**config.mk**
```make
export PLATFORM = sky130hd
export DESIGN_NAME = stream_pattern_counter
export DESIGN_NICKNAME = d
export VERILOG_FILES = /design/src/rtl/stream_pattern_counter.sv
export SDC_FILE = /design/constraint.sdc
export NUM_CORES = 1
export LEC_CHECK = 0
export ABC_CLOCK_PERIOD_IN_PS = 27700
export CAP_MARGIN = 20
export CORE_MARGIN = 1
export CORE_UTILIZATION = 50
export DETAILED_ROUTE_END_ITERATION = 7
export GPL_ROUTABILITY_DRIVEN = 0
export HOLD_SLACK_MARGIN = 0.08
export PLACE_DENSITY = 0.73
export SYNTH_ARGS = -nofsm -noshare
export SYNTH_HDL_FRONTEND = slang
export SYNTH_SLANG_ARGS = --single-unit
```
**constraint.sdc**
```tcl
create_clock -name clk -period 27.7 [get_ports clk]
set_input_delay 6.925 -clock clk [delete_from_list [all_inputs] [get_ports clk]]
set_output_delay 6.925 -clock clk [all_outputs]
set_load 0.1 [all_outputs]
```
**src/rtl/stream_pattern_counter.sv**
```systemverilog
// stream_pattern_counter: counts overlapping pattern matches across the words of a framed serial bit stream
// Ports: clk, rst (async, active-high), clear (sync abort of frame and held result)
//        pattern            - pattern to match, sampled on the first beat of each frame
//        pattern_mask       - per-bit care mask, present only when STREAM_PATTERN_MASK_EN is defined
//        in_data/in_valid/in_last/in_ready      - input words, bit DATA_WIDTH-1 first in time
//        count_out/overflow/count_valid/count_ready - saturating per-frame match total
module stream_pattern_counter #(
    parameter int DATA_WIDTH     = 32,
    parameter int PATTERN_WIDTH  = 3,
    parameter int COUNT_WIDTH    = 16,
    parameter int WORD_CNT_WIDTH = $clog2(DATA_WIDTH + 1)
) (
    input  logic                     clk,
    input  logic                     rst,
    input  logic                     clear,
    input  logic [PATTERN_WIDTH-1:0] pattern,
`ifdef STREAM_PATTERN_MASK_EN
    input  logic [PATTERN_WIDTH-1:0] pattern_mask,
`endif
    input  logic [DATA_WIDTH-1:0]    in_data,
    input  logic                     in_valid,
    input  logic                     in_last,
    output logic                     in_ready,
    output logic [COUNT_WIDTH-1:0]   count_out,
    output logic                     overflow,
    output logic                     count_valid,
    input  logic                     count_ready
);
    typedef enum logic [1:0] {IDLE, ACCUM, DONE} state_t;
    state_t state, state_next;
    logic [PATTERN_WIDTH-2:0] carry;
    logic carry_valid;
    logic [PATTERN_WIDTH-1:0] pat_reg, pat_eff, mask_eff;
    logic [DATA_WIDTH+PATTERN_WIDTH-2:0] ext;
    logic [WORD_CNT_WIDTH-1:0] word_cnt;
    logic [COUNT_WIDTH:0] sum;
    logic beat, first;
    assign count_valid = state == DONE;
    assign in_ready = !count_valid;
    assign beat = in_valid && in_ready;
    assign first = state == IDLE;
    assign pat_eff = first ? pattern : pat_reg;
    assign ext = {carry, in_data};
    // count_out doubles as the accumulator; a new frame restarts from zero
    assign sum = (COUNT_WIDTH+1)'(first ? '0 : count_out) + (COUNT_WIDTH+1)'(word_cnt);
`ifdef STREAM_PATTERN_MASK_EN
    logic [PATTERN_WIDTH-1:0] mask_reg;
    assign mask_eff = first ? pattern_mask : mask_reg;
    always_ff @(posedge clk or posedge rst) begin
        if (rst)
            mask_reg <= '0;
        else if (!clear && beat && first)
            mask_reg <= pattern_mask;
    end
`else
    assign mask_eff = '1;
`endif
    // windows above DATA_WIDTH-PATTERN_WIDTH reach into the previous word's carry bits
    always_comb begin
        word_cnt = '0;
        for (int j = 0; j < DATA_WIDTH; j++)
            if ((j <= DATA_WIDTH - PATTERN_WIDTH || carry_valid) &&
                (((ext[j+PATTERN_WIDTH-1 -: PATTERN_WIDTH] ^ pat_eff) & mask_eff) == '0))
                word_cnt = word_cnt + WORD_CNT_WIDTH'(1);
    end
    always_comb begin
        state_next = state;
        if (clear)
            state_next = IDLE;
        else if (state == DONE)
            state_next = count_ready ? IDLE : DONE;
        else if (beat)
            state_next = in_last ? DONE : ACCUM;
    end
    always_ff @(posedge clk or posedge rst) begin
        if (rst)
            state <= IDLE;
        else
            state <= state_next;
    end
    always_ff @(posedge clk or posedge rst) begin
        if (rst) begin
            count_out   <= '0;
            overflow    <= 1'b0;
            carry       <= '0;
            carry_valid <= 1'b0;
            pat_reg     <= '0;
        end else if (clear) begin
            count_out   <= '0;
            overflow    <= 1'b0;
            carry_valid <= 1'b0;
        end else if (beat) begin
            count_out   <= sum[COUNT_WIDTH] ? '1 : sum[COUNT_WIDTH-1:0];
            overflow    <= (overflow && !first) || sum[COUNT_WIDTH];
            carry       <= in_data[PATTERN_WIDTH-2:0];
            carry_valid <= !in_last;
            if (first)
                pat_reg <= pattern;
        end
    end
endmodule

```
# Word-level counts from Yosys, hierarchy flattened

Cells that the tools add are included.

$add $sub $neg: 32
Equality and inequality tests: 1
Multiplexer cells: 46
Bitwise operators: 33
Reduce and logical (&&, ||, !) cells: 44

Operators with widths:

| kind                                        | number |
|---|---|
| adder 6 x 1 -> 6 bit, second input constant | 31 |
| 2-to-1 mux 6 bit                            | 31 |
| zero test 3 bit                             | 32 |
| bitwise XOR 3 bit                           | 32 |
| 2-to-1 mux 16 bit                           | 4 |
| adder 16 x 6 -> 17 bit                      | 1 |
| 2-to-1 mux 2 bit                            | 5 |
| 2-to-1 mux 1 bit                            | 5 |
| logical AND 1 bit                           | 4 |
| zero test 1 bit                             | 3 |
| 2-to-1 mux 3 bit                            | 1 |
| nonzero test 3 bit                          | 1 |
| == test 2 bit, second input constant        | 1 |
| zero test 2 bit                             | 1 |
| AND reduction 2 bit                         | 1 |
| nonzero test 2 bit                          | 1 |
| logical OR 1 bit                            | 1 |
| NOT 1 bit                                   | 1 |

Register bits after elaboration: 25
Output and inout bits: 19

# Longest topological paths before layout

Gate-level depths: netlist of the first run.

Depth after elaboration: 71
Mapped depth: 118
Mapped depth without buffers: 114

# Worst setup path after synthesis of the first run

Ideal clock, no wire load.

Kind: input to register
Start: in pattern[0]
End: reg count_out[13]
Library setup time: 0.083 ns
Arrival time: 27.632 ns
Data required time: 27.617 ns
Setup slack: -0.015 ns
Stages: 114
Path buffers: 4
Cell sequence: nor3b_1 nor2_2 buf_6 xnor2_1 nor3_1 ha_1 buf_1 o32a_1 a221oi_4 ha_1 a22oi_1 inv_1 ha_1 inv_1 mux2i_1 ha_1 nor4_1 o2bb2ai_1 [... 78 more ...] nor2_1 nand2_1 a221oi_2 a21oi_1 xnor2_1 ha_1 nor2b_1 o21ai_0 nand2b_1 and2_1 nand3_1 nor2_1 and2_1 nand4_1 nor2b_1 clkbuf_1 a21oi_1 o21ai_0

Cells in the longest elaborated chain, start to end: 70
Elaborated cells between the ends (all ways): 134
Those cells by class: add/sub: 32; mux: 36; bitwise: 32; reduce/logical: 34

RTL lines:

| what                       | line | RTL |
|---|---|---|
| from (decl)                | 16   | `input logic [PATTERN_WIDTH-1:0] pattern,` |
| 2-to-1 mux 3 bit (*)       | -    |  |
| bitwise XOR 3 bit          | 63   | `(((ext[j+PATTERN_WIDTH-1 -: PATTERN_WIDTH] ^ pat_eff) & mask_eff) == '0))` |
| zero test 3 bit            | 63   |  |
| 2-to-1 mux 1 bit           | 62   | `if ((j <= DATA_WIDTH - PATTERN_WIDTH \|\| carry_valid) &&` |
| adder 6 x 1 -> 6 bit       | 64   | `word_cnt = word_cnt + WORD_CNT_WIDTH'(1);` |
| 2-to-1 mux 6 bit           | 62   |  |
| adder 6 x 1 -> 6 bit       | 64   |  |
| 2-to-1 mux 6 bit           | 62   |  |
| [... 54 more ...]          | -    |  |
| adder 6 x 1 -> 6 bit       | 64   |  |
| 2-to-1 mux 6 bit           | 62   |  |
| adder 6 x 1 -> 6 bit       | 64   |  |
| 2-to-1 mux 6 bit (*)       | 62   |  |
| adder 16 x 6 -> 17 bit (*) | 45   | `assign sum = (COUNT_WIDTH+1)'(first ? '0 : count_out) + (COUNT_WIDTH+1)'(word_cnt);` |
| 2-to-1 mux 16 bit (*)      | 93   | `count_out <= sum[COUNT_WIDTH] ? '1 : sum[COUNT_WIDTH-1:0];` |
| 2-to-1 mux 16 bit (*)      | 92   | `end else if (beat) begin` |
| 2-to-1 mux 16 bit (*)      | 88   | `end else if (clear) begin` |
| to (signal assigned)       | 93   |  |
| to (decl)                  | 24   | `output logic [COUNT_WIDTH-1:0] count_out,` |

Every way passes the cells marked *; elsewhere a longest branch is shown, timed or not. The select of a mux whose other input is x is not followed.
A chain may end at the register's enable or synchronous reset.

# Worst setup path after layout of the first run

Start: in pattern[0]
End: reg count_out[15]

Same word-level chain as after synthesis.

==> qor.yml, run 1 <==
sta:
  fmax_mhz: 37.5
  finalHoldViolations: 0
  fin_crit_sh_pct: 96.2
  skew_ps: 2.27
  worst_slew_pin_slew_ps: 1070
  setup_viol: 0
  maxSlewViolCount: 0
  slew_headroom_pct: 27.9
  fin_hold_ws_ps: 490
  finalCriticalPeriod_ps: 26650
  setup_tns_ps: 0
routing:
  ant_nets: 0
  vias: 6973
  vias_per_cell: 5.66
  dr.pass1.iters: 5
  drt-initial-drc-count: 445
  drc: 0
  wire_per_inst_um: 14.1
  drt-total-wl_um: 17400
synthesis:
  synthTopCellsByArea: "xnor2_1, dfrtp_1, ha_1"
  synthCells: 914
  synth_cell_type_count: 96
  ys_seq_area_share_pct: 8.80
  synth_top_area_cell: "xnor2_1"
  synth_ff_type: "dfrtp_1"
  synth-edff-count: 0
  avgSynthCellArea_um2: 7.78
  ys_ff_latch: 25
  async_reset_ff_share_pct: 100
  syn_area_um2: 7110
  ys_warn_count: 0
  yosysTopAreaCellShare_pct: 18.6
  synth_nets: 993
critical_path:
  path_class: "input pin to register"
  slowest_stage: "fa_1"
  worstPathMaxFanout: 4
  crit_path_start_kind: "input pin"
  slowest_delay_ps: 470
  path_common_cell: "ha_1"
  required_ps: 27850
  cp-end-kind: "register"
  cp_data_arrival_time_ps: 26800
cts:
  cts_root_buf: "clkbuf_16"
  cts_buffers: 3
  cts_sinks: 25
  clk_pin_slew_ps: 60
  cts_tree: "done"
  clkLatencyLatePin_ps: 260
  h-tree-depth: 1
  cts_hold_buf: 0
  clock_path_buffers: 2
final_layout:
  drive_above_1_share_pct: 21.3
  diodes: 0
  area_growth_syn_to_layout_pct: 25.8
  fin_util_pct: 64.4
  stdcell_area_um2: 8940
  fin_nets: 1133
  largest_reg_flops: 16
status:
  status: "finished, final reports clean"
die:
  ioPinCount: 60
  start_util_pct: 51.2
  die_w_um: 121
  core_um2: 13900
  die_h_um: 121
  fp-row-count: 43
  die_area_um2: 14700
placement:
  place_hpwl_um: 13200
  port_buffers: 59
  place_area_um2: 8410
grt:
  grt_pass1_wl_um: 28600
  antenna_found_initial: 0
  gr-usage-all-layers_pct: 23.0
  grt_pass1_vias: 6384
  grt_overflow: 0
  grt_max_degree: 26
hold_path:
  holdCritPathClass: "register to register"
job:
  max_cap_viol_count: 0
-- worst paths after layout --
| path | slack (ps) | cells past startpoint | start | end |
|---|---|---|---|---|
| setup / recovery | 1050 | 117 | pattern[0] | count_out[15]$_DFFE_PP0P_ |
| hold / removal | 490 | 2 | pat_reg[1]$_DFFE_PP0P_ | pat_reg[1]$_DFFE_PP0P_ |
| setup reg to reg | 7490 | 114 | state[0]$_DFFE_PP0P_ | count_out[15]$_DFFE_PP0P_ |
| hold reg to reg | 490 | 2 | pat_reg[1]$_DFFE_PP0P_ | pat_reg[1]$_DFFE_PP0P_ |
| max in group asynchronous | 20500 | 3 | rst | count_out[6]$_DFFE_PP0P_ |
| min in group asynchronous | 6850 | 2 | rst | count_out[3]$_DFFE_PP0P_ |
-- synthesized netlist by cell type, types with 4 or more instances --
master	number
xnor3_1	10
or2_2	6
mux2i_1	8
o22a_1	4
and4_1	7
a31oi_1	4
nor4_1	9
nand4_1	4
or3_1	13
nand2b_1	10
a21o_1	6
o31ai_1	6
a21oi_1	43
nor3_1	44
xor2_2	5
o21bai_1	4
o21ai_0	55
nor3b_1	7
o21a_1	5
clkbuf_1	17
dfrtp_1	25
nor2_1	68
xor2_1	29
nor2b_1	9
o211ai_1	5
nand2_1	114
xnor2_1	151
mux2_2	12
a41oi_1	4
and3_1	11
xnor3_2	8
inv_1	26
nor4b_1	4
a211oi_1	8
nand3_1	20
and2_1	10
o22ai_1	6
buf_1	5
ha_1	37
xnor2_2	6
buf_2	5
-- layout by cell type, fill, tap and decap left out, types with 7 or more instances in the layout --
cell type          n
xnor2_2            7
nor2_1            62
and4_1             7
and2_1             8
buf_4            100
xnor3_2            8
nand3_1           19
xnor3_1           10
mux2i_1            7
inv_1             24
nand2_1          110
a211oi_1           8
nor2b_1            7
or3_1             13
mux2_2            11
o21ai_0           42
and3_1            11
xor2_1            29
clkdlybuf4s50_1   59
xnor2_1          150
nor3_1            40
dfrtp_1           25
ha_1              31
a21oi_1           41
o21ai_1           14
nor3_2             7
nand2b_1           9
-- cells by family after synthesis --
family | synth area share (%)
buf+inv | 3.50
xor+xnor | 32.8
fa+ha+maj | 6.79
mux | 3.18
compound gates | 18.7
flops | 8.80
simple gates | 26.3
-- cell type report --
cell class	count	area, µm²
multi-input combinational	831	6490
fill	1211	4940
timing repair buffer	165	1420
sequential	25	626
tap	180	225
inverter	28	108
clock buffer	4	78.8
-- per-layer routing --
layer,global-route usage [%],vias to the layer above,share of wire (%)
li1,-,3541,-
met1,31.4,3320,48
met2,40.3,104,49
met3,1.32,8,2.4
met4,4.09,0,0.69
met5,0,-,0
-- critical path: cells and delay by family --
kind | cells | cell delay [ps]
adders and majority gates | 29 | 8260
xor gates and xnor gates | 2 | 220
muxes | 8 | 1960
AOI/OAI and AO/OA | 25 | 3600
and+or+nand+nor | 36 | 3740
buffers and inverters | 17 | 2040
-- through the flow --
step | setup WS (ps) | std cells
floorplan | 47.4 | 914
global placement | -468 | 1205
detailed placement | -760 | 1205
CTS | 14.3 | 1214
global route | -181 | 1233
finish | 1050 | 1233
-- timing repair --
action / CTS / global route
setup endpoints to repair: 17 / 17
gates resized for setup: 10 / 55
pin swaps: 4 / 38
buffers inserted: 5 / 16
gates cloned: 0 / 0
Power of run 1 is left out: the tool's default activity adds up to more than one toggle a clock period on the data nets, which glitch-free logic cannot reach.
==> inputs of run 2 (changes only) <==
--- a/config.mk
+++ b/config.mk
@@ -7,8 +7,9 @@
 export LEC_CHECK = 0
 export ABC_CLOCK_PERIOD_IN_PS = 27700
 export CAP_MARGIN = 20
-export CORE_MARGIN = 1
+export CORE_MARGIN = 1.5
 export CORE_UTILIZATION = 50
+export CTS_CLUSTER_DIAMETER = 30
 export DETAILED_ROUTE_END_ITERATION = 7
 export GPL_ROUTABILITY_DRIVEN = 0
 export HOLD_SLACK_MARGIN = 0.08
==> run 2 against run 1 <==
  * Sequential share of layout area is 0.12 points higher
  * Maximum frequency up 0.65%
  * Die area grew 1.7%
  * Non-clock buffer count fell by 16
  * Global-route usage is 0.64 points lower
  * Final cell count fell by 1.3%
  * Register-to-register slack improved by 150 ps
  * Design area decreased by 1.7%
  * Utilization down 1.1 points
  * Highest routed layer unchanged
  * Sequential cell count is the same
  * Setup slack better by 170 ps
==> qor.yml, run 2 (synthesis results as in run 1) <==
routing:
  drt-total-wl_um: 17000  # -2.4%
  vias: 6873  # -1.4%
  vias_per_cell: 5.65  # -0.14%
  dr.pass1.iters: 5  # unchanged
  drc: 0  # unchanged
  drt-initial-drc-count: 389  # -13%
  wire_per_inst_um: 14.0  # -1.2%
  ant_nets: 0  # unchanged
grt:
  grt_max_degree: 32  # +23%
  antenna_found_initial: 0  # unchanged
  grt_pass1_wl_um: 28500  # -0.43%
  gr-usage-all-layers_pct: 22.4  # -0.64 points
  grt_overflow: 0  # unchanged
  grt_pass1_vias: 6440  # +0.88%
die:
  start_util_pct: 51.2  # unchanged
  fp-row-count: 43  # unchanged
  die_area_um2: 14900  # +1.7%
  die_h_um: 122  # +0.82%
  ioPinCount: 60  # unchanged
  die_w_um: 122  # +0.82%
  core_um2: 13900  # unchanged
cts:
  h-tree-depth: 1  # unchanged
  clk_pin_slew_ps: 60  # about the same
  clock_path_buffers: 2  # unchanged
  cts_buffers: 3  # unchanged
  cts_sinks: 25  # unchanged
  cts_root_buf: "clkbuf_16"
  clkLatencyLatePin_ps: 260  # about the same
  cts_tree: "done"
  cts_hold_buf: 0  # unchanged
critical_path:
  cp_num_buf_inv: 12  # -5
  cp-end-kind: "register"
  path_common_cell: "ha_1"
  worstPathMaxFanout: 4  # unchanged
  cp_data_arrival_time_ps: 26680  # -120 ps
  slowest_stage: "clkdlybuf4s50_1"
  required_ps: 27900  # +50 ps
  crit_path_start_kind: "input pin"
  critPathTopFamily: "adder cells"
  path_class: "input pin to register"
  slowest_delay_ps: 420  # -50 ps
placement:
  place_area_um2: 8350  # -0.71%
  place_hpwl_um: 13000  # -1.1%
  port_buffers: 59  # unchanged
final_layout:
  final_common_cell: "xnor2_1"
  drive_above_1_share_pct: 20.0  # -1.3 points
  fill_cells: 1231  # +1.7%
  largest_reg_flops: 16  # unchanged
  layout_common_cells: "xnor2_1, nand2_1, buf_4"
  stdcell_area_um2: 8800  # -1.7%
  diodes: 0  # unchanged
  fin_nets: 1117  # -1.4%
  area_growth_syn_to_layout_pct: 23.7
sta:
  fmax_mhz: 37.8  # +0.65%
  slew_headroom_pct: 32.7  # +4.9 points
  worst_slew_pin_slew_ps: 1000  # -72.6 ps
  finalHoldViolations: 0  # unchanged
  skew_ps: 3.68  # +1.41 ps
  finalCriticalPeriod_ps: 26480  # -172 ps
  setup_viol: 0  # unchanged
  fin_crit_sh_pct: 95.6  # -0.62 points
  maxSlewViolCount: 0  # unchanged
status:
  status: "finished, final reports clean"
hold_path:
  holdCritPathClass: "register to register"
job:
  max_cap_viol_count: 0  # unchanged
[run 2: layout make-up]
type	count	area, µm²	share of cell area, %
clock buffers	4	78.8	0.896
inverters	28	108	1.22
multi-input cells	831	6480	73.6
flip-flops and latches	25	626	7.11
well taps	180	225	2.56
repair buffers	149	1280	14.6
[run 2: path summary, 6_finish.rpt]
| path | to | start | slack, ps | cells after the start |
|---|---|---|---|---|
| max in group asynchronous | count_out[11]$_DFFE_PP0P_ | rst | 20190 | 3 |
| min in group asynchronous | count_out[6]$_DFFE_PP0P_ | rst | 7020 | 2 |
| max reg2reg | count_out[0]$_DFFE_PP0P_ | state[0]$_DFFE_PP0P_ | 7640 | 113 |
| min reg2reg | pat_reg[2]$_DFFE_PP0P_ | pat_reg[2]$_DFFE_PP0P_ | 490 | 2 |
| max | count_out[0]$_DFFE_PP0P_ | pattern[0] | 1220 | 115 |
| min | pat_reg[2]$_DFFE_PP0P_ | pat_reg[2]$_DFFE_PP0P_ | 490 | 2 |
[run 2: per-stage QoR]
stage / setup WS [ps] / hold WS [ps] / std cells / util [%] / setup TNS, ps
6_report: 1220 / 487 / 1217 / 63.4 / 0
5_1_grt: -179 / 535 / 1217 / 63.4 / -2480
2_1_floorplan: 47.4 / 450 / 914 / - / 0
3_3_place_gp: -169 / 468 / 1197 / 60.2 / -2080
4_1_cts: 4.03 / 493 / 1201 / 61.0 / 0
3_5_place_dp: -485 / 479 / 1197 / 60.2 / -7040
[run 2: worst register-to-register path: cells and delay by family, from the launching register on]
family	cells	cell delay, ps
buf+inv	10	930
fa+ha+maj	29	8160
simple gates	38	4400
flops	1	550
compound gates	28	4240
mux	6	1480
xor+xnor	2	250
[run 2: layer usage]
layer  GRT usage, %  part of all wire [%]  routed length (µm)  vias to the layer above
met4           2.91                  0.97                 165                        0
met5              0                     0                   0                        -
li1               -                     -                   -                     3507
met3           1.02                   2.8                 476                       14
met1           30.6                    48                8140                     3233
met2           40.1                    48                8230                      119
[run 2: repair_timing]
action                     CTS  global route
setup endpoints to repair   17            17
buffers inserted             0            12
pin swaps                    0            35
resized for setup            7            51
gates cloned                 0             1
Power of run 2 is left out for the same reason.
